$ cat src/rtl/alu_issue_ctrl.sv
`default_nettype none
// alu_issue_ctrl: round-robin two-requester issue controller for the ARITH/SHIFT ALU,
// with an in-order tag pipe and a credit-protected response FIFO.  Rev 1.0
module alu_issue_ctrl #(
  parameter int REGISTER_WIDTH = 32,
  parameter int ALU_LATENCY    = 2,
  parameter int RSP_DEPTH      = 4
) (
  input  logic                      clock,
  input  logic                      reset,
  input  logic                      req0_valid,
  output logic                      req0_ready,
  input  logic                      req0_shift,
  input  logic [2:0]                req0_op,
  input  logic [2:0]                req0_opsel,
  input  logic [4:0]                req0_shamt,
  input  logic [REGISTER_WIDTH-1:0] req0_a,
  input  logic [REGISTER_WIDTH-1:0] req0_b,
  input  logic                      req1_valid,
  output logic                      req1_ready,
  input  logic                      req1_shift,
  input  logic [2:0]                req1_op,
  input  logic [2:0]                req1_opsel,
  input  logic [4:0]                req1_shamt,
  input  logic [REGISTER_WIDTH-1:0] req1_a,
  input  logic [REGISTER_WIDTH-1:0] req1_b,
  output logic [REGISTER_WIDTH-1:0] alu_in1,
  output logic [REGISTER_WIDTH-1:0] alu_in2,
  output logic [2:0]                alu_op,
  output logic [2:0]                alu_opsel,
  output logic [4:0]                alu_shamt,
  output logic                      alu_en_arith,
  output logic                      alu_en_shift,
  input  logic [REGISTER_WIDTH-1:0] alu_out,
  input  logic                      alu_carry,
  output logic                      rsp_valid,
  input  logic                      rsp_ready,
  output logic                      rsp_id,
  output logic [REGISTER_WIDTH-1:0] rsp_data,
  output logic                      rsp_carry
);

  localparam int PTR_W = (RSP_DEPTH > 1) ? $clog2(RSP_DEPTH) : 1;
  localparam int CNT_W = $clog2(RSP_DEPTH) + 2;

  logic                      rr_ptr;
  logic [ALU_LATENCY-1:0]    tag_valid;
  logic [ALU_LATENCY-1:0]    tag_id;
  logic [CNT_W-1:0]          fifo_count;
  logic [CNT_W-1:0]          inflight;
  logic [CNT_W-1:0]          occupancy;
  logic [PTR_W-1:0]          wr_ptr;
  logic [PTR_W-1:0]          rd_ptr;
  logic [REGISTER_WIDTH-1:0] mem_data  [RSP_DEPTH];
  logic                      mem_id    [RSP_DEPTH];
  logic                      mem_carry [RSP_DEPTH];

  logic                      can_issue;
  logic                      grant0;
  logic                      grant1;
  logic                      issue;
  logic                      push;
  logic                      pop;
  logic                      full;

  logic                      sel_shift;
  logic [2:0]                sel_op;
  logic [2:0]                sel_opsel;
  logic [4:0]                sel_shamt;
  logic [REGISTER_WIDTH-1:0] sel_a;
  logic [REGISTER_WIDTH-1:0] sel_b;

  function automatic logic [PTR_W-1:0] next_ptr(input logic [PTR_W-1:0] p);
    return (p == PTR_W'(RSP_DEPTH - 1)) ? '0 : p + PTR_W'(1);
  endfunction

  always_comb begin
    inflight = '0;
    for (int i = 0; i < ALU_LATENCY; i++) begin
      inflight = inflight + CNT_W'(tag_valid[i]);
    end
  end

  // Every issued op owns a FIFO slot from issue until it is popped.
  assign occupancy = fifo_count + inflight;
  assign can_issue = !reset && (occupancy < CNT_W'(RSP_DEPTH));

  always_comb begin
    grant0 = 1'b0;
    grant1 = 1'b0;
    if (can_issue) begin
      if (req0_valid && req1_valid) begin
        grant0 = !rr_ptr;
        grant1 = rr_ptr;
      end else begin
        grant0 = req0_valid;
        grant1 = req1_valid;
      end
    end
  end

  assign issue      = grant0 | grant1;
  assign req0_ready = grant0;
  assign req1_ready = grant1;

  assign sel_shift = grant1 ? req1_shift : req0_shift;
  assign sel_op    = grant1 ? req1_op    : req0_op;
  assign sel_opsel = grant1 ? req1_opsel : req0_opsel;
  assign sel_shamt = grant1 ? req1_shamt : req0_shamt;
  assign sel_a     = grant1 ? req1_a     : req0_a;
  assign sel_b     = grant1 ? req1_b     : req0_b;

  always_ff @(posedge clock) begin
    if (reset) begin
      rr_ptr <= 1'b0;
    end else if (issue) begin
      rr_ptr <= ~grant1;
    end
  end

  always_ff @(posedge clock) begin
    if (reset || !issue) begin
      alu_in1      <= '0;
      alu_in2      <= '0;
      alu_op       <= '0;
      alu_opsel    <= '0;
      alu_shamt    <= '0;
      alu_en_arith <= 1'b0;
      alu_en_shift <= 1'b0;
    end else begin
      alu_in1      <= sel_a;
      alu_in2      <= sel_shift ? '0 : sel_b;
      alu_op       <= sel_op;
      alu_opsel    <= sel_shift ? '0 : sel_opsel;
      alu_shamt    <= sel_shift ? sel_shamt : '0;
      alu_en_arith <= !sel_shift;
      alu_en_shift <= sel_shift;
    end
  end

  always_ff @(posedge clock) begin
    if (reset) begin
      tag_valid <= '0;
      tag_id    <= '0;
    end else begin
      tag_valid[0] <= issue;
      tag_id[0]    <= grant1;
      for (int i = 1; i < ALU_LATENCY; i++) begin
        tag_valid[i] <= tag_valid[i-1];
        tag_id[i]    <= tag_id[i-1];
      end
    end
  end

  assign push = tag_valid[ALU_LATENCY-1];
  assign pop  = rsp_valid && rsp_ready;
  assign full = (fifo_count == CNT_W'(RSP_DEPTH));

  always_ff @(posedge clock) begin
    if (push) begin
      mem_data[wr_ptr]  <= alu_out;
      mem_id[wr_ptr]    <= tag_id[ALU_LATENCY-1];
      mem_carry[wr_ptr] <= alu_carry;
    end
  end

  always_ff @(posedge clock) begin
    if (reset) begin
      wr_ptr     <= '0;
      rd_ptr     <= '0;
      fifo_count <= '0;
    end else begin
      assert (!(push && full && !pop));
      if (push) wr_ptr <= next_ptr(wr_ptr);
      if (pop)  rd_ptr <= next_ptr(rd_ptr);
      fifo_count <= fifo_count + CNT_W'(push) - CNT_W'(pop);
    end
  end

  // Head fields are masked so an empty FIFO presents all-zero outputs.
  assign rsp_valid = (fifo_count != '0);
  assign rsp_id    = rsp_valid ? mem_id[rd_ptr]    : 1'b0;
  assign rsp_data  = rsp_valid ? mem_data[rd_ptr]  : '0;
  assign rsp_carry = rsp_valid ? mem_carry[rd_ptr] : 1'b0;

endmodule
`default_nettype wire

$ cat config.mk
export PLATFORM = sky130hd
export DESIGN_NAME = alu_issue_ctrl
export DESIGN_NICKNAME = d
export VERILOG_FILES = /design/src/rtl/alu_issue_ctrl.sv
export SDC_FILE = /design/constraint.sdc
export NUM_CORES = 1
export LEC_CHECK = 0
export CAP_MARGIN = 30
export CORE_MARGIN = 5
export CORE_UTILIZATION = 40
export CTS_BUF_LIST = sky130_fd_sc_hd__clkbuf_4
export DETAILED_ROUTE_END_ITERATION = 8
export PLACE_DENSITY = 0.76
export SETUP_SLACK_MARGIN = 0.2
export SLEW_MARGIN = 20
export SYNTH_ARGS = -nofsm -noshare
export SYNTH_HDL_FRONTEND = slang
export SYNTH_SLANG_ARGS = --single-unit
$ cat constraint.sdc
create_clock -name clock -period 2.6 [get_ports clock]
set_input_delay 0.39 -clock clock [delete_from_list [all_inputs] [get_ports clock]]
set_output_delay 0.39 -clock clock [all_outputs]
set_load 0.02 [all_outputs]
==> impl_metrics.json, run 1 <==
{
  "arrival_ns": 2.24,
  "wl_mm": 26.19,
  "crit_family": "simple AND/OR/NAND/NOR gates",
  "grt_pass1_wl_mm": 37.99,
  "synth_area_leaders": "edfxtp_1, dfxtp_1, mux4_2",
  "critical_path.startpoint_type": "flip-flop",
  "drtIter0Drc": 280,
  "cap_violations": 0,
  "ys_ff_latch": 228,
  "path_class": "flip-flop to primary output",
  "clockBufferDepth": 3,
  "peakVddDrop_uv": 513.5,
  "cts.sinks": 228,
  "final_cell_mix": "clkdlybuf4s50_1, edfxtp_1, dfxtp_1",
  "syn_inst": 487,
  "worstMarginPinSlew_ns": 0.5364,
  "crit_buf_inv": 4,
  "synth.largest_area_cell": "edfxtp_1",
  "synth_area_um2": 8387,
  "cp_slowest_cell": "or3b_4",
  "skew_ns": 0.02911,
  "hpwl_mm": 17.74,
  "rows": 53,
  "ys.flop_type": "edfxtp_1",
  "power_per_cell_area_nw_per_um2": 901.6,
  "leakagePower_nw": 4.862,
  "syn_avg_cell_area_um2": 17.22,
  "hold_buffers": 0,
  "port_buffers": 303,
  "antenna_found_initial": 5,
  "hold_viol_final": 0,
  "cts_tree": "built",
  "crit_fanout": 5,
  "first_pass_iters": 4,
  "grt_max_degree": 41,
  "synth_cell_type_count": 44,
  "wl_per_cell_um": 21.95,
  "layout_commonest_cell": "clkdlybuf4s50_1",
  "clock.fmax_mhz": 380.4,
  "hold_class": "input pin to flip-flop",
  "fin_ws_ns": -0.02858,
  "slew_viol_final": 0,
  "status": "finished with violations",
  "crit_chain": "inv_4 -> ha_4 -> or3b_4 -> buf_12 -> clkbuf_16 -> and2_4 -> buf_6",
  "crit_required_ns": 2.21,
  "yosys.area.top_type_share_pct": 48.69,
  "drc": 0,
  "synth_edf_count": 136,
  "htreeDepth": 2,
  "die_x_um": 154.8,
  "failed_checks": "negative setup slack",
  "core-area_um2": 20820,
  "finalSetupViolations": 29,
  "relSlewSlack_pct": 64.08,
  "die_h_um": 154.8,
  "clock_latency_ns": 0.68,
  "synth-async-reset-ratio_pct": 0,
  "period_minus_slack_ns": 2.629,
  "cp_slowest_stage_delay_ns": 0.43,
  "fin_nets": 1070,
  "rsz0062_at_grt": "true",
  "dieArea_um2": 23960,
  "period_share_pct": 101.1,
  "grt_pass1_vias": 6660,
  "yosys_warnings": 0,
  "endpoint_kind": "primary output",
  "syn_to_final_growth_pct": 57.23,
  "cts_buffers": 59,
  "initial_utilization_pct": 40.28,
  "detail_route.vias_per_cell": 4.977,
  "holdWs_ns": 0.3159,
  "gp_congestion": 0.8224,
  "io_pins": 304,
  "gr-total-overflow": 0,
  "cts-root-buf": "clkbuf_4",
  "dp_slack_ns": -0.1463,
  "ant_nets": 0,
  "synth_nets": 690,
  "clk_pin_slew_ns": 0.07,
  "dr_total_vias": 5938,
  "drive_gt1_share_pct": 29.29,
  "grt.total_usage_pct": 21.13,
  "yosysSeqAreaShare_pct": 70.65
}
-- path summary, 6_finish.rpt --
kind / slack (ns) / depth (start not counted) / startpoint / end
worst max-delay path: -0.03 / 7 / fifo_count[2] / rsp_data[8]
worst min-delay path: 0.32 / 3 / req1_shamt[1] / alu_shamt[1]
worst max register to register: 0.18 / 13 / fifo_count[2] / fifo_count[1]
worst min register to register: 0.46 / 1 / tag_id[0] / tag_id[1]
-- logic make-up (layout without fill, tap and decap cells) --
kind of cell	after synthesis	after routing	synth area share (%)
muxes	36	36	9.369
buffers and inverters	51	479	2.954
xor gates and xnor gates	2	2	0.2089
DFF	228	228	70.66
AOI/OAI and AO/OA	94	94	10.29
adders and majority gates	13	13	2.029
other	0	3	0
and+or+nand+nor	63	63	4.490
-- state kept, by name, summed over array words and instances, names as in the netlist, 2 cells and up, named ones only --
| register | flops |
|---|---|
| alu_in1 | 32 |
| alu_in2 | 32 |
| alu_op | 3 |
| alu_opsel | 3 |
| alu_shamt | 5 |
| fifo_count | 4 |
| mem_carry | 4 |
| mem_data | 128 |
| mem_id | 4 |
| rd_ptr | 2 |
| tag_id | 2 |
| tag_valid | 2 |
| wr_ptr | 2 |
-- metrics by stage --
stage | power, mW | instances | area (µm²) | utilization, % | TNS (ns)
2_1_floorplan | 6.194 | 487 | 8413 | - | 0
3_3_place_gp | 7.861 | 1058 | 11930 | 57.29 | -0.1377
3_5_place_dp | 7.908 | 1058 | 11930 | 57.29 | -0.1463
4_1_cts | 11.79 | 1183 | 13050 | 62.67 | -1.227
5_1_grt | 12.48 | 1191 | 13180 | 63.30 | -2.657
6_report | 11.89 | 1193 | 13190 | 63.33 | -0.3914
-- routing by layer --
metal  vias up  GRT usage, %  part of all wire, %
met5         -             0                 0.17
li1       2723             -                    -
met4         6         7.191                  2.6
met1      2869         21.84                   33
met3        53         10.24                   11
met2       287         37.44                   53
-- worst min-delay path: cells and delay by family --
kind	cells	cell delay, ns
simple gates	1	0.06
compound gates	1	0.06
buf+inv	1	0.40
-- where the power goes --
group          switching (mW)  leakage [nW]  total (mW)  internal (mW)
Clock                    1.45         0.442        3.02           1.57
Sequential              0.120          1.98        4.25           4.13
Combinational            2.01          2.44        4.62           2.61
-- layout make-up --
cell class	count	area [µm²]
Clock buffer	82	615.6
Clock inverter	27	140.1
Inverter	21	83.83
Tap cell	275	344.1
Antenna cell	3	7.507
Fill cell	1562	7636
Timing Repair Buffer	349	3682
Sequential cell	228	5936
Multi-Input combinational cell	208	2377
-- Yosys cell counts (3+ instances only) --
cell / count
edfxtp_1: 136
dfxtp_1: 92
and2_1: 38
a22o_1: 35
a32o_1: 35
mux4_2: 34
inv_1: 18
ha_1: 12
clkbuf_1: 11
buf_2: 9
nand2_1: 8
o22ai_1: 7
nor2_1: 6
buf_6: 4
nor2b_1: 4
a21oi_1: 3
buf_4: 3
-- timing repair --
action                     in CTS  in global routing
pin swaps                       8                  4
gates cloned                    4                  2
setup buffers                  12                  5
gates resized for setup       254                 14
setup endpoints to repair      37                 40
(Power assumes the default switching activity.)
==> inputs of run 2 (changes only) <==
--- a/config.mk
+++ b/config.mk
@@ -5,12 +5,13 @@
 export SDC_FILE = /design/constraint.sdc
 export NUM_CORES = 1
 export LEC_CHECK = 0
-export CAP_MARGIN = 30
+export CAP_MARGIN = 0
 export CORE_MARGIN = 5
 export CORE_UTILIZATION = 40
 export CTS_BUF_LIST = sky130_fd_sc_hd__clkbuf_4
 export DETAILED_ROUTE_END_ITERATION = 8
-export PLACE_DENSITY = 0.76
+export HOLD_SLACK_MARGIN = 0.06
+export PLACE_DENSITY = 0.84
 export SETUP_SLACK_MARGIN = 0.2
 export SLEW_MARGIN = 20
 export SYNTH_ARGS = -nofsm -noshare
==> run 2 against run 1 <==
Effect of this change:
- the flow now finishes without violations
- hold slack better by 0.0032 ns
- design area is 0.27% lower
- clock power is 8.3% lower
- die area stayed put
- routed wire length is 2.6% lower
- fmax is 2.6% higher
- final cell count is 1.2% lower
- critical endpoint is now rsp_data[30]
- largest cell class unchanged
==> impl_metrics.json, run 2 (synthesis results as in run 1) <==
{
  "status": "complete, no violations",
  "drc": 0,
  "clock_latency_ns": 0.64,
  "drtIter0Drc": 286,
  "cts.sinks": 228,
  "drive_gt1_share_pct": 30.44,
  "top_register": "mem_data",
  "detail_route.vias_per_cell": 5.020,
  "htreeDepth": 2,
  "syn_to_final_growth_pct": 56.81,
  "antenna_found_initial": 5,
  "relSlewSlack_pct": 64.09,
  "hpwl_mm": 17.07,
  "final_core_util_pct": 63.16,
  "port_buffers": 303,
  "tns_ns": 0,
  "reg.largest.list": "mem_data x128, alu_in1 x32, alu_in2 x32",
  "total_power_mw": 11.72,
  "wl_mm": 25.50,
  "cts-root-buf": "clkbuf_4",
  "hold_class": "input pin to flip-flop",
  "cp_slowest_stage_delay_ns": 0.50,
  "final_cell_mix": "clkdlybuf4s50_1, edfxtp_1, dfxtp_1",
  "largest_reg_flops": 128,
  "rows": 53,
  "core-area_um2": 20820,
  "crit_chain": "inv_4 -> ha_4 -> or3b_4 -> clkbuf_16 -> and2_4 -> buf_6",
  "cts_tree": "built",
  "power_per_cell_area_nw_per_um2": 891.1,
  "hold_buffers": 0,
  "r2r_setup_slack_ns": 0.10,
  "grt_pass1_wl_mm": 37.18,
  "endpoint_kind": "primary output",
  "path_class": "flip-flop to primary output",
  "cts_buffers": 57,
  "clk_pin_slew_ns": 0.07,
  "clockBufferDepth": 3,
  "crit_required_ns": 2.21,
  "dieArea_um2": 23960,
  "leakagePower_nw": 4.847,
  "grt.total_usage_pct": 20.36,
  "grt_pass1_vias": 6392,
  "worstMarginPinSlew_ns": 0.5387,
  "crit_fanout": 6,
  "fin_nets": 1072,
  "arrival_ns": 2.17,
  "period_minus_slack_ns": 2.561,
  "gr-total-overflow": 0,
  "die_x_um": 154.8,
  "layout_commonest_cell": "clkdlybuf4s50_1",
  "dr_total_vias": 5919,
  "ant_nets": 0,
  "skew_ns": 0.01573,
  "grt_max_degree": 64,
  "fin_ws_ns": 0.03909,
  "dp_slack_ns": -0.1044,
  "finalSetupViolations": 0,
  "io_pins": 304,
  "hold_viol_final": 0,
  "clock.fmax_mhz": 390.5,
  "slew_viol_final": 0,
  "critical_path.startpoint_type": "flip-flop",
  "cap_violations": 0,
  "initial_utilization_pct": 40.28,
  "period_share_pct": 98.50,
  "cp_slowest_cell": "or3b_4",
  "peakVddDrop_uv": 458.2,
  "rsz0062_at_grt": "true",
  "first_pass_iters": 4,
  "gp_congestion": 0.8040,
  "wl_per_cell_um": 21.63,
  "die_h_um": 154.8
}
-- run 2: changes by cell type in the layout (fill, tap and decap cells not counted), sizes merged --
cell / previous run / this run
clkbuf: 84 / 86
diode: 3 / 4
bufbuf: 1 / 0
clkinv: 26 / 5
bufinv: 1 / 0
buf: 80 / 85
inv: 21 / 22
-- run 2: worst paths after layout --
kind	from	to	cells after the start
worst max-delay path	fifo_count[2]	rsp_data[30]	6
worst min-delay path	req1_shamt[0]	alu_shamt[0]	3
worst max register to register	fifo_count[2]	fifo_count[1]	13
worst min register to register	tag_id[0]	tag_id[1]	1
-- run 2: power breakdown --
part,leakage (nW),internal (mW),switching [mW]
combinational,2.46,2.67,2.02
clock,0.401,1.45,1.32
sequential,1.98,4.14,0.122
-- run 2: metrics by stage --
stage / instances / instance area (µm²) / hold WS [ns]
after global placement: 1061 / 11870 / 0.4169
after global routing: 1179 / 13150 / 0.3021
after detailed placement: 1061 / 11870 / 0.4385
after floorplan: 487 / 8413 / 0.4138
final: 1179 / 13150 / 0.3191
after CTS: 1166 / 12980 / 0.2478
-- run 2: critical path, delay by kind of cell (launching register included) --
family	cells	cell delay [ns]
DFF	1	0.36
buffers and inverters	3	0.40
and+or+nand+nor	2	0.65
adders and majority gates	1	0.11
-- run 2: repair_timing --
action | 4_1_cts | 5_1_grt
cloned | 5 | 2
setup buffers | 10 | 7
pin swaps | 22 | 20
hold endpoints to repair | 0 | 0
setup endpoints to repair | 38 | 41
resized for setup | 280 | 11
-- run 2: cell type report --
type,instances,area (µm²)
antenna,4,10.01
sequential,228,5938
inverter,21,86.33
fill,1541,7671
clock buffer,84,630.6
clock inverter,6,22.52
multi-input combinational,208,2394
timing repair buffer,353,3726
tap,275,344.1
-- run 2: layer usage --
layer / vias up / routed length (µm) / part of all wire [%] / GRT usage (%)
met5: - / 13 / 0.051 / 0
met4: 2 / 654 / 2.6 / 6.476
met3: 44 / 2450 / 9.6 / 8.870
met2: 260 / 13740 / 54 / 36.40
met1: 2905 / 8646 / 34 / 21.61
li1: 2708 / - / - / -
==> inputs of run 3 (changes only) <==
--- a/config.mk
+++ b/config.mk
@@ -10,6 +10,7 @@
 export CORE_UTILIZATION = 40
 export CTS_BUF_LIST = sky130_fd_sc_hd__clkbuf_4
 export DETAILED_ROUTE_END_ITERATION = 8
+export GPL_TIMING_DRIVEN = 0
 export HOLD_SLACK_MARGIN = 0.06
 export PLACE_DENSITY = 0.84
 export SETUP_SLACK_MARGIN = 0.2
==> constraint.sdc (replaced) <==
create_clock -name clock -period 2.6 [get_ports clock]
set_input_delay 0.39 -clock clock [delete_from_list [all_inputs] [get_ports clock]]
set_output_delay 0.39 -clock clock [all_outputs]
set_load 0.05 [all_outputs]
==> run 3 against run 2 <==
Effect of this change:
- the run now ends with negative setup slack left
- die area did not move
- sequential share of layout area decreased by 0.88 points
- fmax is 5.4% lower
- non-clock buffer count increased by 14
- combinational power is 28% higher
- critical endpoint is now req1_ready
==> impl_metrics.json, run 3 (synthesis results as in run 1) <==
{
  "status": "finished with violations",
  "failed_checks": "negative setup slack",
  "clockBufferDepth": 3,
  "peakVddDrop_uv": 466.4,
  "timing.rr.end": "fifo_count[1]",
  "crit-reg2reg-launch": "fifo_count[2]",
  "hpwl_mm": 18.83,
  "die_x_um": 154.8,
  "first_pass_iters": 4,
  "grt_pass1_vias": 6565,
  "endpoint_kind": "primary output",
  "dp_cells": 1069,
  "core-area_um2": 20820,
  "ant_nets": 0,
  "initial_utilization_pct": 40.28,
  "path_class": "flip-flop to primary output",
  "cts-root-buf": "clkbuf_4",
  "htreeDepth": 2,
  "fin_nets": 1085,
  "critical_path.startpoint_type": "flip-flop",
  "skew_ns": 0.03331,
  "slew_viol_final": 0,
  "wl_mm": 26.03,
  "final_cell_mix": "clkdlybuf4s50_1, edfxtp_1, dfxtp_1",
  "reg.largest.list": "mem_data x128, alu_in1 x32, alu_in2 x32",
  "cts.sinks": 228,
  "gp_congestion": 0.8998,
  "wl_per_cell_um": 21.69,
  "worstHoldEndpoint": "alu_shamt[1]",
  "period_share_pct": 104.1,
  "dpl_cell_area_um2": 11880,
  "finalSetupViolations": 21,
  "port_buffers": 303,
  "antenna_found_initial": 2,
  "hold_class": "input pin to flip-flop",
  "worstHoldStart": "req1_shamt[1]",
  "period_minus_slack_ns": 2.706,
  "grt_max_degree": 24,
  "rows": 53,
  "drive_gt1_share_pct": 31.17,
  "layout_commonest_cell": "clkdlybuf4s50_1",
  "io_pins": 304,
  "largest_reg_flops": 128,
  "rsz0062_at_grt": "true",
  "dieArea_um2": 23960,
  "arrival_ns": 2.32,
  "dr_total_vias": 6006,
  "final_area_um2": 13420,
  "cts_buffers": 56,
  "relSlewSlack_pct": 58.73,
  "leakagePower_nw": 4.959,
  "worstMarginPinSlew_ns": 0.6172,
  "clock.fmax_mhz": 369.5,
  "r2r_setup_slack_ns": 0.01,
  "grt_pass1_wl_mm": 38.05,
  "rr_worst_depth": 14,
  "detail_route.vias_per_cell": 5.005,
  "crit_fanout": 4,
  "power_per_cell_area_nw_per_um2": 973.3,
  "drc": 0,
  "die_h_um": 154.8,
  "top_register": "mem_data",
  "hold_buffers": 0,
  "crit_required_ns": 2.21,
  "drtIter0Drc": 273,
  "clk_pin_slew_ns": 0.07,
  "stdcell_count": 1200,
  "clock_latency_ns": 0.64,
  "cts_tree": "built",
  "nFillCells": 1511,
  "grt.total_usage_pct": 21.11,
  "min_path_cells": 3,
  "hold_viol_final": 0,
  "syn_to_final_growth_pct": 59.99,
  "gr-total-overflow": 0,
  "fin_ws_ns": -0.1060,
  "cap_violations": 0
}
==> run 3: cell count changes in the layout (fill, tap and decap cells not counted), sizes merged <==
cell	previous run	this run
clkbuf	86	94
buf	85	87
inv	22	20
clkinv	5	21
diode	4	1
==> run 3: worst max path at each step <==
| stage | start | endpoint | depth (start not counted) |
|---|---|---|---|
| global placement | req1_valid | req0_ready | 7 |
| floorplan | fifo_count[2] | fifo_count[1] | 12 |
| detailed placement | req1_valid | req0_ready | 7 |
| finish | fifo_count[0] | req1_ready | 8 |
| global route | fifo_count[0] | req1_ready | 8 |
| CTS | fifo_count[0] | req1_ready | 8 |
==> run 3: cell type report <==
class	count	area [µm²]	share of cell area (%)
Multi-Input combinational cell	208	2441	18.19
Sequential cell	228	5941	44.27
Timing Repair Buffer	337	3568	26.59
Inverter	21	83.83	0.6248
Antenna cell	1	2.502	0.01865
Clock buffer	80	600.6	4.476
Clock inverter	20	82.58	0.6154
Buffer	30	354.1	2.639
Tap cell	275	344.1	2.564
==> run 3: power breakdown <==
group / internal, mW / total, mW / switching (mW)
combinational: 2.86 / 6.00 / 3.14
sequential: 4.13 / 4.26 / 0.129
clock: 1.42 / 2.80 / 1.38
==> run 3: stage by stage <==
stage	hold WS, ns	setup TNS, ns	utilization, %	setup WS (ns)	power, mW
floorplan	0.4138	0	-	0.2690	7.259
global placement	0.4383	-14.32	56.63	-0.8290	8.863
detailed placement	0.4316	-14.93	57.07	-0.8554	8.942
CTS	0.2607	-2.256	63.49	-0.1699	12.89
global route	0.2826	-3.282	64.44	-0.2281	13.63
finish	0.3145	-0.4686	64.44	-0.1060	13.06
==> run 3: repair_timing <==
item,4_1_cts,5_1_grt
cloned,5,0
setup endpoints to repair,40,40
resized for setup,368,32
pin swaps,12,8
setup buffers,17,8
==> run 3: worst max-delay path: stages, from the launching register on <==
cell and delay, ns:
dfxtp_4 0.36, ha_4 0.24, a21o_4 0.23, a211oi_4 0.21, buf_6 0.16, o2111ai_4 0.16
inv_4 0.11, buf_8 0.10, buf_8 0.13
==> run 3: layer usage <==
metal	track usage, %	vias to the layer above	wire length, µm
li1	-	2742	-
met1	20.92	2939	8601
met2	39.43	270	14150
met3	8.982	53	2513
met4	7.023	2	758
met5	0	-	7
